$ cat src/rtl/apb_pkg.sv
// Shared definitions for the APB requester: FSM state encodings and default bus widths.
package apb_pkg;

    typedef enum logic [1:0] {
        IDLE   = 2'b00,
        SETUP  = 2'b01,
        ACCESS = 2'b10
    } apb_state_t;

    localparam int AMBA_WORD_DEFAULT       = 32;
    localparam int AMBA_ADDR_WIDTH_DEFAULT = 20;

endpackage

$ cat src/rtl/apb_master_fsm.sv
// APB requester state register and next-state logic (IDLE -> SETUP -> ACCESS).
module apb_master_fsm
    import apb_pkg::*;
(
    input  logic       clk,
    input  logic       rst,
    input  logic       cmd_valid,
    input  logic       pready,
    input  logic       timeout,
    output apb_state_t state
);

    always_ff @(posedge clk) begin
        if (!rst) begin
            state <= IDLE;
        end else begin
            case (state)
                IDLE:    state <= cmd_valid ? SETUP : IDLE;
                SETUP:   state <= ACCESS;
                ACCESS: begin
                    // A completing transfer chains straight into SETUP when a new command waits.
                    if (pready)
                        state <= cmd_valid ? SETUP : IDLE;
                    else if (timeout)
                        state <= IDLE;
                end
                default: state <= IDLE;
            endcase
        end
    end

endmodule

$ cat src/rtl/apb_master.sv
// APB3 requester: valid/ready command stream in, APB transfers out, one-cycle response strobe.
// Optional ACCESS-phase abort counter enabled by defining APB_MASTER_TIMEOUT_EN.
module apb_master
    import apb_pkg::*;
#(
    parameter int AMBA_WORD       = AMBA_WORD_DEFAULT,
    parameter int AMBA_ADDR_WIDTH = AMBA_ADDR_WIDTH_DEFAULT,
    parameter int TIMEOUT_CYCLES  = 16
) (
    input  logic                       clk,
    input  logic                       rst,
    input  logic                       cmd_valid,
    output logic                       cmd_ready,
    input  logic                       cmd_write,
    input  logic [AMBA_ADDR_WIDTH-1:0] cmd_addr,
    input  logic [AMBA_WORD-1:0]       cmd_wdata,
    output logic                       rsp_valid,
    output logic [AMBA_WORD-1:0]       rsp_rdata,
    output logic                       rsp_err,
    output logic                       PSEL,
    output logic                       PENABLE,
    output logic                       PWRITE,
    output logic [AMBA_ADDR_WIDTH-1:0] PADDR,
    output logic [AMBA_WORD-1:0]       PWDATA,
    input  logic [AMBA_WORD-1:0]       PRDATA,
    input  logic                       PREADY,
    input  logic                       PSLVERR
);

    apb_state_t state;
    logic       complete;
    logic       accept;
    logic       timeout;

    assign complete  = (state == ACCESS) && PREADY;
    assign cmd_ready = (state == IDLE) || complete;
    assign accept    = cmd_valid && cmd_ready;

`ifdef APB_MASTER_TIMEOUT_EN
    localparam int CNT_W = (TIMEOUT_CYCLES > 1) ? $clog2(TIMEOUT_CYCLES) : 1;

    logic [CNT_W-1:0] wait_cnt;

    // Counts wait states of the current ACCESS phase; any other state clears it.
    always_ff @(posedge clk) begin
        if (!rst)
            wait_cnt <= '0;
        else if (state != ACCESS)
            wait_cnt <= '0;
        else if (!PREADY)
            wait_cnt <= wait_cnt + 1'b1;
    end

    assign timeout = (state == ACCESS) && !PREADY &&
                     (wait_cnt == CNT_W'(TIMEOUT_CYCLES - 1));
`else
    assign timeout = 1'b0;
`endif

    apb_master_fsm u_fsm (
        .clk       (clk),
        .rst       (rst),
        .cmd_valid (cmd_valid),
        .pready    (PREADY),
        .timeout   (timeout),
        .state     (state)
    );

    always_ff @(posedge clk) begin
        if (!rst) begin
            PSEL      <= 1'b0;
            PENABLE   <= 1'b0;
            PWRITE    <= 1'b0;
            PADDR     <= '0;
            PWDATA    <= '0;
            rsp_valid <= 1'b0;
            rsp_err   <= 1'b0;
            rsp_rdata <= '0;
        end else begin
            rsp_valid <= complete || timeout;
            rsp_err   <= complete ? PSLVERR : timeout;
            rsp_rdata <= (complete && !PWRITE) ? PRDATA : '0;

            if (accept) begin
                PWRITE  <= cmd_write;
                PADDR   <= cmd_addr;
                PWDATA  <= cmd_wdata;
                PSEL    <= 1'b1;
                PENABLE <= 1'b0;
            end else begin
                case (state)
                    SETUP:   PENABLE <= 1'b1;
                    ACCESS: begin
                        if (complete || timeout) begin
                            PSEL    <= 1'b0;
                            PENABLE <= 1'b0;
                        end
                    end
                    IDLE: begin
                        PSEL    <= 1'b0;
                        PENABLE <= 1'b0;
                    end
                    default: begin
                        PSEL    <= 1'b0;
                        PENABLE <= 1'b0;
                    end
                endcase
            end
        end
    end

endmodule

$ cat config.mk
export PLATFORM = sky130hd
export DESIGN_NAME = apb_master
export DESIGN_NICKNAME = d
export VERILOG_FILES = /design/src/rtl/apb_pkg.sv /design/src/rtl/apb_master_fsm.sv /design/src/rtl/apb_master.sv
export SDC_FILE = /design/constraint.sdc
export NUM_CORES = 1
export LEC_CHECK = 0
export ABC_AREA = 1
export CORE_MARGIN = 8
export CORE_UTILIZATION = 25
export CTS_CLUSTER_DIAMETER = 150
export DETAILED_ROUTE_END_ITERATION = 7
export PLACE_DENSITY = 0.54
export SETUP_SLACK_MARGIN = 0.05
export SLEW_MARGIN = 20
export SYNTH_ARGS = -nofsm -noshare
export SYNTH_HDL_FRONTEND = slang
export SYNTH_SLANG_ARGS = --single-unit
$ cat constraint.sdc
create_clock -name clk -period 1.2 [get_ports clk]
set_input_delay 0.12 -clock clk [delete_from_list [all_inputs] [get_ports clk]]
set_output_delay 0.12 -clock clk [all_outputs]
set_load 0.01 [all_outputs]
==> results.toml, run 1 <==
[clock_network]
root_buffer = "clkbuf_16"
htree_levels = 3
cts_buffers = 9
cts_tree = "yes"
path_clk_slew_ns = 0.06
cts_buffer_depth = 2
clk_latency_ns = 0.34
cts.sinks = 91

[placement]
gp_congestion = 0.751
place_ws_ns = -0.301
dp.cells = 814
dpl.hpwl_mm = 7.97
io_buffers = 179

[critical_path]
crit_required_ns = 1.43
cp-start-kind = "flip-flop"
cp_max_fo = 8
arrival_ns = 1.36
path_class = "flip-flop to flip-flop"
crit_path_end_kind = "flip-flop"

[routing]
first_pass_iters = 4
drt_iter0_drc = 136
drc = 0
wire_per_inst_um = 14.8
ant_nets = 0
wl_mm = 12.4
via_count = 3481
viasPerCell = 4.13

[global_route]
grt.total_usage = 0.127
grt_pass1_vias = 3500
antenna_found_initial = 0
grt.overflow.total = 0
grt_max_degree = 45
grt_pass1_wl_mm = 18.2

[timing]
finClkSkew_ns = 0.00421
hold_viol_final = 0
worst_slack_ns = 0.0698
setup_viol = 0
tns_ns = 0
final_max_slew_viol_count = 0
max_freq_mhz = 885
worst_pin_slew_ns = 0.361
final.min_clock_period_ns = 1.13
whs_ns = 0.0867
rsz0062_at_grt = "true"
relSlewSlack = 0.759
timing.final.crit_share = 0.942

[floorplan]
coreArea_um2 = 13700
dieArea_um2 = 17800
start_util = 0.252
fp.dieW_um = 133
ios = 180
die_y_um = 133
fp-row-count = 43

[run]
maxCapViolCount = 0

[power_and_ir_drop]
intPower_w = 0.00565
netSwitchingPower_w = 0.00186
comb_power_share = 0.180
switching_share = 0.248
totalPowerFinal_w = 0.00751
seqPwrFrac = 0.438
ir_worst_vdd_mv = 0.628
p_clk_frac = 0.383
leakage_nw = 3.18
power_density_nw_per_um2 = 1250

[logic_synthesis]
ys.flop_type = "dfxtp_1"
avgSynthCellArea_um2 = 7.29
synth_fp_nets = 563
synth-edff-count = 0
synth-seq-cells = 91
synth_cells = 473
yosysWarningCount = 0
synthTopCellsByArea = "dfxtp_1 53%, inv_1 10%, nor2_1 9.4%, nand3_1 8.1%, a21oi_1 7.8%"
synth_seq_area_share = 0.528
synthArstFlopShare = 0
yosys.area.top_type = "dfxtp_1"
netlist_area_um2 = 3450
synth_commonest_cells = "92 x inv_1, 91 x dfxtp_1, 86 x nor2_1"
yosysMostFrequentCell = "inv_1"
yosysTopAreaCellShare = 0.528
yosysUniqueCellTypes = 16

[finish]
multi_input_area_um2 = 1210
drive_above_1_share = 0.101
num_antenna_cells = 0
fin_nets = 747
ff_latch_area_um2 = 1830
area_delta_synth_final_pct = 74.3
fin_cells = 842
final.fill_count = 1423

[worst_hold_path]
hp-class = "input port to flip-flop"

[run_status]
outcome = "finished, final reports clean"
[through the flow]
step	util	instance area, um^2
2_1_floorplan	-	3450
3_3_place_gp	0.400	5470
3_5_place_dp	0.400	5470
4_1_cts	0.422	5770
5_1_grt	0.440	6010
6_report	0.440	6010
[layout by cell type (no fill, tap or decap)]
cell type and instances:
inv_1 91, dfxtp_1 89, clkdlybuf4s50_1 88, nor2_1 86, dlygate4sd2_1 84, nand2_1 55, nand3_1 48, a21oi_1 46
clkbuf_16 15, nand3_2 8, a21oi_2 8, buf_4 8, buf_12 6, clkdlybuf4s15_1 5, buf_6 3, inv_2 2
nand2_2 2, nor2_4 2, clkbuf_8 2, clkinv_2 2, buf_16 2, buf_2 2, dfxtp_4 2, nand2_4 1
nor3b_1 1, nor3_1 1, bufinv_16 1, clkinv_4 1, clkbuf_1 1
[power by group through the flow]
stage,registers (W),logic [W],clock network (W)
6_report,0.00329,0.00135,0.00287
5_1_grt,0.00331,0.00149,0.00311
2_1_floorplan,0.00342,0.000460,0
4_1_cts,0.00328,0.00126,0.00298
3_5_place_dp,0.00336,0.00130,0
3_3_place_gp,0.00335,0.00129,0
[critical path, stage by stage, from the launching register on]
cell and delay [ns]:
dfxtp_4 0.36, nor2_4 0.15, buf_6 0.17, clkbuf_16 0.17, nand3_2 0.06, nand2_1 0.07
nor2_1 0.04
[layout make-up]
| cell class | instances | area share |
|---|---|---|
| Timing Repair Buffer | 204 | 0.349 |
| Sequential cell | 91 | 0.304 |
| Multi-Input combinational cell | 258 | 0.201 |
| Inverter | 93 | 0.0581 |
| Clock buffer | 12 | 0.0427 |
| Tap cell | 180 | 0.0375 |
| Clock inverter | 4 | 0.00811 |
[kinds of logic (layout without fill, tap and decap cells)]
logic type             Yosys count  in the layout  synth area share
and+or+nand+nor                204            204             0.247
buffers and inverters          124            313             0.146
DFF                             91             91             0.528
AOI/OAI and AO/OA               54             54            0.0783
[worst paths after layout]
| kind | from | cells past startpoint | slack [ns] | endpoint |
|---|---|---|---|---|
| min | rst | 3 | 0.09 | rsp_valid$_SDFF_PN0_ |
| max reg2reg | u_fsm.state[0]$_SDFFE_PN0P_ | 6 | 0.07 | PADDR[15]$_SDFFE_PN0P_ |
| min reg2reg | PWDATA[27]$_SDFFE_PN0P_ | 2 | 0.46 | PWDATA[27]$_SDFFE_PN0P_ |
| max | u_fsm.state[0]$_SDFFE_PN0P_ | 6 | 0.07 | PADDR[15]$_SDFFE_PN0P_ |
[repair_timing]
action / in CTS / in global routing
endpoints found under the setup margin: 121 / 91
buffers inserted: 3 / 0
gates cloned: 2 / 7
hold endpoints to repair: 0 / 0
hold buffers: 0 / 0
pin swaps: 0 / 3
gates resized for setup: 98 / 28
[sequential cells by signal (all words and copies together), names as in the netlist]
name	cells
u_fsm.state	2
rsp_valid	1
rsp_rdata	32
PWRITE	1
PENABLE	1
PWDATA	32
PSEL	1
PADDR	20
rsp_err	1
[layer usage]
layer	track usage	part of all wire	vias up
li1	-	-	1782
met1	0.144	0.43	1556
met2	0.207	0.46	132
met3	0.0523	0.088	11
met4	0.0505	0.014	0
met5	0	0	-
Power figures use the tool's default switching activity.
==> run 2: changes to the inputs <==
--- a/config.mk
+++ b/config.mk
@@ -6,6 +6,7 @@
 export NUM_CORES = 1
 export LEC_CHECK = 0
 export ABC_AREA = 1
+export CORE_ASPECT_RATIO = 0.5
 export CORE_MARGIN = 8
 export CORE_UTILIZATION = 25
 export CTS_CLUSTER_DIAMETER = 150
==> run 2 against run 1 <==
Compared with the run above:
- non-clock buffer count stayed put
- hold slack better by 0.0075 ns
- power is 2.5% lower
- maximum frequency hardly changed
- core utilization is 0.068 points lower
- via count is 1.4% lower
- sequential power hardly changed
- die area is 1.3% higher
- critical endpoint is now PWDATA[15]$_SDFFE_PN0P_
- cell count is 0.48% lower
- critical path type unchanged
- flip-flop and latch count stayed put
==> results.toml, run 2 (synthesis results as in run 1) <==
[run_status]
outcome = "finished, final reports clean"

[placement]
io_buffers = 179
dpl.hpwl_mm = 7.94
gp_congestion = 0.690
place_ws_ns = -0.277

[global_route]
antenna_found_initial = 0
grt_pass1_vias = 3193
grt.overflow.total = 0
grt_pass1_wl_mm = 17.3
grt.total_usage = 0.119
grt_max_degree = 57

[power_and_ir_drop]
switching_share = 0.271
seqPwrFrac = 0.448
comb_power_share = 0.180
leakage_nw = 3.17
power_density_nw_per_um2 = 1230
ir_worst_vdd_mv = 0.661
p_clk_frac = 0.372
intPower_w = 0.00534
netSwitchingPower_w = 0.00198
totalPowerFinal_w = 0.00732

[clock_network]
clk_latency_ns = 0.34
path_clk_slew_ns = 0.07
cts_buffer_depth = 2
cts_tree = "yes"
htree_levels = 3
root_buffer = "clkbuf_16"
cts.sinks = 91
cts_buffers = 9

[worst_hold_path]
hold_depth = 3
hp-class = "input port to flip-flop"

[timing]
tns_ns = 0
final_max_slew_viol_count = 0
relSlewSlack = 0.840
rsz0062_at_grt = "true"
worst_slack_ns = 0.0693
final.min_clock_period_ns = 1.13
timing.final.crit_share = 0.942
finClkSkew_ns = 0.0109
worst_pin_slew_ns = 0.240
hold_viol_final = 0
whs_ns = 0.0941
max_freq_mhz = 884
setup_viol = 0

[critical_path]
cp-start-kind = "flip-flop"
cp_max_fo = 14
crit_path_end_kind = "flip-flop"
reg2reg_depth = 6
arrival_ns = 1.36
crit_required_ns = 1.43
path_class = "flip-flop to flip-flop"

[floorplan]
fp-row-count = 30
fp.dieW_um = 182
coreArea_um2 = 13500
ios = 180
die_y_um = 99.1
start_util = 0.255
dieArea_um2 = 18000

[finish]
final.fill_count = 1420
fin_nets = 747
num_antenna_cells = 0
multi_input_area_um2 = 1170
top_regs = "PWDATA x32, rsp_rdata x32, PADDR x20"
drive_above_1_share = 0.0937
final_common_cell = "inv_1"
ff_latch_area_um2 = 1830
area_delta_synth_final_pct = 72.1
postLayoutCoreUtil = 0.439
mostFrequentLayoutCells = "91 x inv_1, 89 x dfxtp_1, 87 x clkdlybuf4s50_1, 87 x dlygate4sd2_1, 86 x nor2_1"

[routing]
ant_nets = 0
wl_mm = 12.3
first_pass_iters = 5
wire_per_inst_um = 14.7
via_count = 3434
drt_iter0_drc = 144
viasPerCell = 4.10
drc = 0

[run]
maxCapViolCount = 0
## run 2: what timing repair did
| item | CTS | global route |
|---|---|---|
| gates resized for setup | 97 | 21 |
| cloned | 0 | 9 |
| pin swaps | 0 | 4 |
| endpoints found under the setup margin | 112 | 88 |
| setup buffers | 0 | 2 |
| hold buffers | 0 | 0 |
## run 2: final cells by class
| cell class | count | share of cell area |
|---|---|---|
| tap | 176 | 0.0371 |
| clock inverter | 7 | 0.0101 |
| timing repair buffer | 204 | 0.350 |
| multi-input combinational | 258 | 0.198 |
| inverter | 93 | 0.0592 |
| clock buffer | 9 | 0.0379 |
| sequential | 91 | 0.308 |
## run 2: critical path, stage by stage (launching register included)
cell and delay (ns):
dfxtp_4 0.37, nor2_4 0.14, buf_12 0.17, clkbuf_16 0.18, nand3_1 0.07, nand2_1 0.06, nor2_1 0.03
## run 2: power by group through the flow
stage	Sequential, W	Combinational (W)	Clock [W]
CTS	0.00327	0.00120	0.00283
finish	0.00328	0.00132	0.00273
global placement	0.00334	0.00130	0
floorplan	0.00342	0.000460	0
global route	0.00330	0.00145	0.00295
detailed placement	0.00335	0.00131	0
## run 2: metal layers
metal  vias up  track usage  part of all wire
li1       1794            -                 -
met4         0       0.0294            0.0084
met2        65        0.216              0.51
met5         -            0                 0
met3         9       0.0356             0.039
met1      1566        0.134              0.44
## run 2: path summary, 6_finish.rpt
kind / from / to / slack, ns
min: rst / rsp_err$_SDFF_PN0_ / 0.09
max reg2reg: u_fsm.state[0]$_SDFFE_PN0P_ / PWDATA[15]$_SDFFE_PN0P_ / 0.07
max: u_fsm.state[0]$_SDFFE_PN0P_ / PWDATA[15]$_SDFFE_PN0P_ / 0.07
min reg2reg: PSEL$_SDFFE_PN0P_ / PSEL$_SDFFE_PN0P_ / 0.47
## run 2: through the flow
step	cells	cell area (um^2)
global route	838	5940
detailed placement	811	5490
floorplan	473	3450
global placement	811	5490
CTS	827	5660
finish	838	5940
